`config.mk`:
```
export PLATFORM = sky130hd
export DESIGN_NAME = mil1553_manchester_encoder
export DESIGN_NICKNAME = d
export VERILOG_FILES = /design/src/rtl/mil1553_pkg.sv /design/src/rtl/mil1553_halfbit_strobe.sv /design/src/rtl/mil1553_manchester_encoder.sv
export SDC_FILE = /design/constraint.sdc
export NUM_CORES = 1
export LEC_CHECK = 0
export ABC_AREA = 1
export ABC_CLOCK_PERIOD_IN_PS = 2750
export CORE_MARGIN = 2
export CORE_UTILIZATION = 55
export CTS_CLUSTER_SIZE = 24
export DETAILED_ROUTE_END_ITERATION = 8
export PLACE_DENSITY = 0.79
export RECOVER_POWER = 50
export SYNTH_ARGS = -nofsm -noshare
export SYNTH_HDL_FRONTEND = slang
export SYNTH_SLANG_ARGS = --single-unit
```
`constraint.sdc`:
```
create_clock -name aclk -period 2.75 [get_ports aclk]
set_input_delay 0.275 -clock aclk [delete_from_list [all_inputs] [get_ports aclk]]
set_output_delay 0.275 -clock aclk [all_outputs]
set_load 0.05 [all_outputs]
```
`src/rtl/mil1553_pkg.sv`:
```
// Shared MIL-STD-1553 constants and types for the encoder and decoder paths.
// Frame geometry, sync patterns, FSM states and the parity helper live here.
package mil1553_pkg;

  localparam int unsigned HB_RATE_HZ = 32'd2000000;

  localparam int unsigned SYNC_HB  = 32'd6;
  localparam int unsigned DATA_HB  = 32'd32;
  localparam int unsigned PAR_HB   = 32'd2;
  localparam int unsigned FRAME_HB = 32'd40;

  localparam logic [5:0] CMD_SYNC  = 6'b111000;
  localparam logic [5:0] DATA_SYNC = 6'b000111;

  typedef enum logic [1:0] {
    IDLE   = 2'd0,
    SYNC   = 2'd1,
    DATA   = 2'd2,
    PARITY = 2'd3
  } state_t;

  // Odd parity: the returned bit makes the total count of ones odd.
  function automatic logic odd_parity(input logic [15:0] data);
    return ~^data;
  endfunction

endpackage

```
`src/rtl/mil1553_halfbit_strobe.sv`:
```
// Half-bit timer: counts 0..DIV-1 and flags the last cycle of each half-bit.
// A synchronous clear realigns the count to the start of a new frame.
module mil1553_halfbit_strobe #(
  parameter int unsigned DIV = 32'd1
) (
  input  logic clk,
  input  logic rst_n,
  input  logic clr,
  output logic strobe
);

  localparam int unsigned CNT_W = (DIV > 32'd1) ? $clog2(DIV) : 32'd1;
  localparam logic [CNT_W-1:0] LAST = CNT_W'(DIV - 32'd1);

  logic [CNT_W-1:0] div_cnt_r;

  // Divider counter register with reset, clear and wrap at DIV-1.
  always_ff @(posedge clk) begin
    if (!rst_n) begin
      div_cnt_r <= {CNT_W{1'b0}};
    end else if (clr) begin
      div_cnt_r <= {CNT_W{1'b0}};
    end else if (div_cnt_r == LAST) begin
      div_cnt_r <= {CNT_W{1'b0}};
    end else begin
      div_cnt_r <= div_cnt_r + CNT_W'(1);
    end
  end

  assign strobe = (div_cnt_r == LAST);

endmodule

```
`src/rtl/mil1553_manchester_encoder.sv`:
```
// MIL-STD-1553 transmit encoder: serialises one 16-bit word per handshake into
// a 40 half-bit Manchester II frame (sync, 16 data bits MSB first, odd parity).
module mil1553_manchester_encoder #(
  parameter int unsigned clock_speed = 32'd2000000,
  parameter bit          invert_data = 1'b0
) (
  input  logic        aclk,
  input  logic        arstn,
  input  logic [15:0] s_axis_tdata,
  input  logic        s_axis_tuser,
  input  logic        s_axis_tvalid,
  output logic        s_axis_tready,
  output logic        tx0_1553,
  output logic        tx1_1553,
  output logic        en_tx_1553
);

  import mil1553_pkg::*;

  localparam int unsigned DIV = clock_speed / HB_RATE_HZ;

  localparam logic [5:0] SYNC_END = 6'(SYNC_HB);
  localparam logic [5:0] DATA_END = 6'(SYNC_HB + DATA_HB);
  localparam logic [5:0] LAST_HB  = 6'(FRAME_HB - 32'd1);

  if ((clock_speed < HB_RATE_HZ) || ((clock_speed % HB_RATE_HZ) != 32'd0)) begin : g_bad_rate
    $error("clock_speed must be a non-zero integer multiple of 2000000");
  end

  state_t      state_r, state_s;
  logic [5:0]  hb_cnt_r, hb_cnt_s, nxt_hb_s;
  logic [15:0] shift_r, shift_s;
  logic [5:0]  sync_r, sync_s;
  logic        par_r, par_s;
  logic        tx0_r, tx0_s;
  logic        tx1_r, tx1_s;
  logic        en_r, en_s;
  logic        run_r;
  logic        lvl_s, upd_s, load_s;
  logic        hb_end_s, accept_s;

  mil1553_halfbit_strobe #(.DIV(DIV)) u_strobe (
    .clk    (aclk),
    .rst_n  (arstn),
    .clr    (accept_s),
    .strobe (hb_end_s)
  );

  // Ready in idle, or on the very last cycle of the parity half-bit for back-to-back words.
  assign s_axis_tready = run_r & ((state_r == IDLE) | (hb_end_s & (hb_cnt_r == LAST_HB)));
  assign accept_s      = s_axis_tvalid & s_axis_tready;
  assign nxt_hb_s      = hb_cnt_r + 6'd1;

  // Next-state, next half-bit level and frame loading.
  always_comb begin
    state_s  = state_r;
    hb_cnt_s = hb_cnt_r;
    shift_s  = shift_r;
    sync_s   = sync_r;
    par_s    = par_r;
    en_s     = en_r;
    tx0_s    = tx0_r;
    tx1_s    = tx1_r;
    lvl_s    = 1'b0;
    upd_s    = 1'b0;
    load_s   = 1'b0;

    case (state_r)
      IDLE: begin
        if (accept_s) begin
          load_s = 1'b1;
        end else begin
          state_s = IDLE;
        end
      end
      SYNC, DATA, PARITY: begin
        if (!hb_end_s) begin
          state_s = state_r;
        end else if (hb_cnt_r == LAST_HB) begin
          if (accept_s) begin
            load_s = 1'b1;
          end else begin
            state_s  = IDLE;
            hb_cnt_s = 6'd0;
            en_s     = 1'b0;
            upd_s    = 1'b1;
          end
        end else begin
          hb_cnt_s = nxt_hb_s;
          upd_s    = 1'b1;
          if (nxt_hb_s < SYNC_END) begin
            state_s = SYNC;
            lvl_s   = sync_r[4];
            sync_s  = {sync_r[4:0], 1'b0};
          end else if (nxt_hb_s < DATA_END) begin
            state_s = DATA;
            // Even half-bit index carries the bit, odd carries its complement then shifts.
            if (nxt_hb_s[0] == 1'b0) begin
              lvl_s = shift_r[15];
            end else begin
              lvl_s   = ~shift_r[15];
              shift_s = {shift_r[14:0], 1'b0};
            end
          end else begin
            state_s = PARITY;
            lvl_s   = nxt_hb_s[0] ? ~par_r : par_r;
          end
        end
      end
      default: begin
        state_s = IDLE;
        en_s    = 1'b0;
        upd_s   = 1'b1;
      end
    endcase

    if (load_s) begin
      state_s  = SYNC;
      hb_cnt_s = 6'd0;
      shift_s  = s_axis_tdata;
      sync_s   = s_axis_tuser ? CMD_SYNC : DATA_SYNC;
      par_s    = odd_parity(s_axis_tdata);
      en_s     = 1'b1;
      lvl_s    = s_axis_tuser ? CMD_SYNC[5] : DATA_SYNC[5];
      upd_s    = 1'b1;
    end else begin
      shift_s = shift_s;
    end

    if (upd_s) begin
      tx0_s = en_s & (lvl_s ^ invert_data);
      tx1_s = en_s & ~(lvl_s ^ invert_data);
    end else begin
      tx0_s = tx0_r;
      tx1_s = tx1_r;
    end
  end

  // State, frame data and registered line outputs.
  always_ff @(posedge aclk) begin
    if (!arstn) begin
      state_r  <= IDLE;
      hb_cnt_r <= 6'd0;
      shift_r  <= 16'd0;
      sync_r   <= 6'd0;
      par_r    <= 1'b0;
      tx0_r    <= 1'b0;
      tx1_r    <= 1'b0;
      en_r     <= 1'b0;
      run_r    <= 1'b0;
    end else begin
      state_r  <= state_s;
      hb_cnt_r <= hb_cnt_s;
      shift_r  <= shift_s;
      sync_r   <= sync_s;
      par_r    <= par_s;
      tx0_r    <= tx0_s;
      tx1_r    <= tx1_s;
      en_r     <= en_s;
      run_r    <= 1'b1;
    end
  end

  assign tx0_1553   = tx0_r;
  assign tx1_1553   = tx1_r;
  assign en_tx_1553 = en_r;

endmodule

```
==> metrics.md <==
| Metric | Value |
|---|---|
| Worst-Skew Late Latency | ~0.34 ns |
| Layout cell share with drive strength beyond 1 | under 10% |
| Post-synth EDFFs | 0 |
| Synth area leaders | dfxtp_1 (37%), nand2_1 (17%), nor2_1 (8.5%) |
| Initial Util | a little under three fifths |
| HP Start | tx0_1553 |
| TNS Setup | 0 ns |
| Clk slew on worst S/H paths | between 0.1 and 0.15 ns |
| Via count | about 1,700 |
| Final Wtd Congestion | 0.843 |
| Worst EP required | between 2 and 2.5 ns |
| Fin. Hold Viols | 0 |
| Final instance area | roughly 2200 sq um |
| Final wirelength | approximately 3.7 mm |
| CTS H-tree lvls | 2 |
| Placed Area | 2120 sq um |
| CTS root buf | clkbuf_4 |
| Register area share after synthesis | 37.1% |
| Crit end category | primary output |
| Area Growth Syn to Fin | 16.0% |
| Max Cap Viol | 0 |
| Post-route setup slack | about 0.39 ns |
| Clock Skews | between 0.009 and 0.01 ns |
| Dpl cells | ~340 |
| PostCTS Resize Cnt | 0 |
| Mean area per synthesized cell | 6.82 sq um |
| Least-Margin Pin Slew | just over 0.5 ns |
| PwrDens | approximately 540 nW/um^2 |
| Die X | 62.6 um |
| Critical Setup Path Class | reg2out |
| Final setup violation count | 0 |
| Reg2reg path depth | 12 |
| Maximum vdd ir drop | ~0.37 mV |
| Number of synthesized register bits | 35 |
| Most frequent cell after synthesis | nand2_1 |
| # fillers | 317 |
| Clock Path Buffers | 2 |
| N_diodes | 0 |
| Critical path origin | hb_cnt_r[0] |
| Highest-delay cell along the critical path | dfxtp_1 |
| Area leader, netlist | dfxtp_1 |
| FFs w/ async S/R, synth | 0% |
| CP startpoint kind | register |
| Largest net degree at the start of global routing | 31 |
| Vias/cell | around 4.9 |
| CTS Hold Buffers Added | 0 |
| Slew headroom | 66.2% |
| R2r setup slk | roughly 0.42 ns |
| Syn. warnings | 0 |
| Post-Syn Instances | between 200 and 300 |
| Core Rows | 21 |
| Post-Syn Area | 1890 sq um |
| Status | finished clean |
| 1st-iter DRT viols | 86 |
| Top-area cell type share of the netlist area | a little under two fifths |
| Hold Path Class | reg2reg |
| Placeable Area | roughly 3300 sq um |
| Num CTS Buffers | 5 |
| Clk sinks | 35 |
| Hold endpoint | tx0_1553 |
| R2R Path Start | hb_cnt_r[0] |
| Crit path max fanout | 9 |
| Die area | approximately 4000 sq um |
| Initial antenna violation count | 0 |
| Final Non-Filler Cells | around 350 |
| Lkg Pwr | 0.913 nW |
| # DRC | 0 |
| Die extent in y | 62.6 um |
| Min cycle time layout | about 2.4 ns |
| Slew Limit Fails | 0 |
| Hpwl dp | about 2.8 mm |
| Max incr delay on CP | 0.51 ns |
| Synth unique cells | 33 |
| IO Count | 24 |
| Post-CTS Repair Setup Buffers | 0 |
| CTS tree | built |
| Max Clk Rate | around 420 MHz |
| Crit path cell chain | ha_1 -> nand2_1 -> nor2_2 -> nand3_2 -> o21ai_4 -> and2_1 -> clkbuf_2 |
| DP Worst Slack | about 0.52 ns |
| Grt total ovfl | 0 |
| Top post-synthesis cells by count | nand2_1 (84), nor2_1 (43), dfxtp_1 (35) |
| Fin nets | 321 |
| Syn_nets | 298 |
| Hold Path Depth | 2 |
| RSZ-0062 raised after global routing | no |
| Port Buffer Count | 23 |
| Critical path data arrival time | 2.09 ns |
| Vias in the first global route | 1,508 |
| Final period util | between 80% and 90% |
| Routed length per instance | 10.8 um |
| DR pass1 iterations | 4 |
| GRT Overall Usage | 20.6% |
| First-pass GRT wire length | around 6.5 mm |
| Ys flop type | dfxtp_1 |
| Reg-to-reg endpoint | shift_r[13] |
| Routed Antenna Nets | 0 |
-- layer usage --
| metal | share of wire [%] | vias to the layer above | track usage, % |
|---|---|---|---|
| met3 | 3.6 | 6 | 5.95 |
| met2 | 47 | 34 | 33.3 |
| met1 | 47 | 748 | 26.0 |
| met4 | 1.5 | 0 | 7.78 |
| met5 | 0 | - | 0 |
| li1 | - | 928 | - |
-- metrics by stage --
stage               utilization, %  power [mW]  hold WS, ns
finish                        66.2        1.18        0.477
global route                  66.2        1.26        0.492
CTS                           66.5        1.20        0.484
detailed placement            64.1       0.829        0.466
global placement              64.1       0.824        0.452
floorplan                        -       0.761        0.303
-- cells by family (layout without fill, tap and decap cells) --
kind of cell | after synthesis | count (layout) | synth area share (%)
buffers and inverters | 27 | 51 | 7.48
and+or+nand+nor | 169 | 169 | 38.3
xor gates and xnor gates | 16 | 16 | 7.42
adders and majority gates | 1 | 1 | 0.662
AOI/OAI and AO/OA | 28 | 28 | 8.81
DFF | 35 | 35 | 37.1
other | 1 | 1 | 0.198
-- worst max-delay path: cells and delay by family (launching register included) --
kind	cells	cell delay, ns
compound gates	1	0.19
fa+ha+maj	1	0.26
buf+inv	1	0.27
flops	1	0.51
simple gates	4	0.51
-- sequential cells by signal (all words and copies together) (netlist names) --
signal / count
tx0_1553: 1
sync_r: 5
tx1_1553: 1
par_r: 1
shift_r: 16
run_r: 1
state_r: 2
en_tx_1553: 1
hb_cnt_r: 6
u_strobe.div_cnt_r: 1
-- final cells by class --
class,instances,area [sq um],area share [%]
Sequential cell,35,701,32.0
Tap cell,46,57.6,2.63
Inverter,17,65.1,2.97
Clock inverter,3,43.8,2.00
Timing Repair Buffer,26,241,11.0
Multi-Input combinational cell,215,1040,47.7
Clock buffer,5,37.5,1.71
-- cell usage in the layout, fill, tap and decap left out --
cell type,Yosys,layout
nand2_1,84,85
clkinv_4,0,1
clkbuf_2,0,2
o21a_1,1,1
xor2_1,5,5
conb_1,1,1
xnor2_1,11,11
nand4_1,3,3
o21ai_4,1,1
or2_1,1,1
nand3_4,1,1
clkbuf_1,1,1
inv_2,2,2
nor2_2,1,1
o21ai_0,7,7
nand3_1,27,27
a21oi_1,13,13
clkdlybuf4s50_1,0,18
nand3_2,2,2
dfxtp_1,35,35
and2_1,1,1
buf_4,1,1
inv_1,14,14
bufinv_16,0,1
o31ai_1,1,1
ha_1,1,1
clkinv_2,1,2
dlygate4sd3_1,0,4
a22oi_1,2,2
o21ai_1,1,1
nand2_2,4,3
nor2_1,43,43
a31oi_1,1,1
a32oi_1,1,1
clkbuf_4,0,5
and3_1,1,1
nand2b_1,1,1
-- worst max-delay path by stage --
stage                               end  slack [ns]  depth (start not counted)
after floorplan           s_axis_tready        0.99                          6
after global placement       shift_r[7]        0.58                         10
after detailed placement     shift_r[3]        0.52                         10
after CTS                 s_axis_tready        0.47                          7
after global routing         shift_r[5]        0.14                         12
final                     s_axis_tready        0.39                          7
-- where the power goes --
group / internal (mW) / total, mW / leakage, nW / switching (mW)
logic: 0.106 / 0.248 / 0.581 / 0.143
clock network: 0.191 / 0.372 / 0.0452 / 0.181
registers: 0.541 / 0.564 / 0.287 / 0.0226
total: 0.838 / 1.18 / 0.913 / 0.346
No activity file was read; power rests on OpenSTA's default activity.
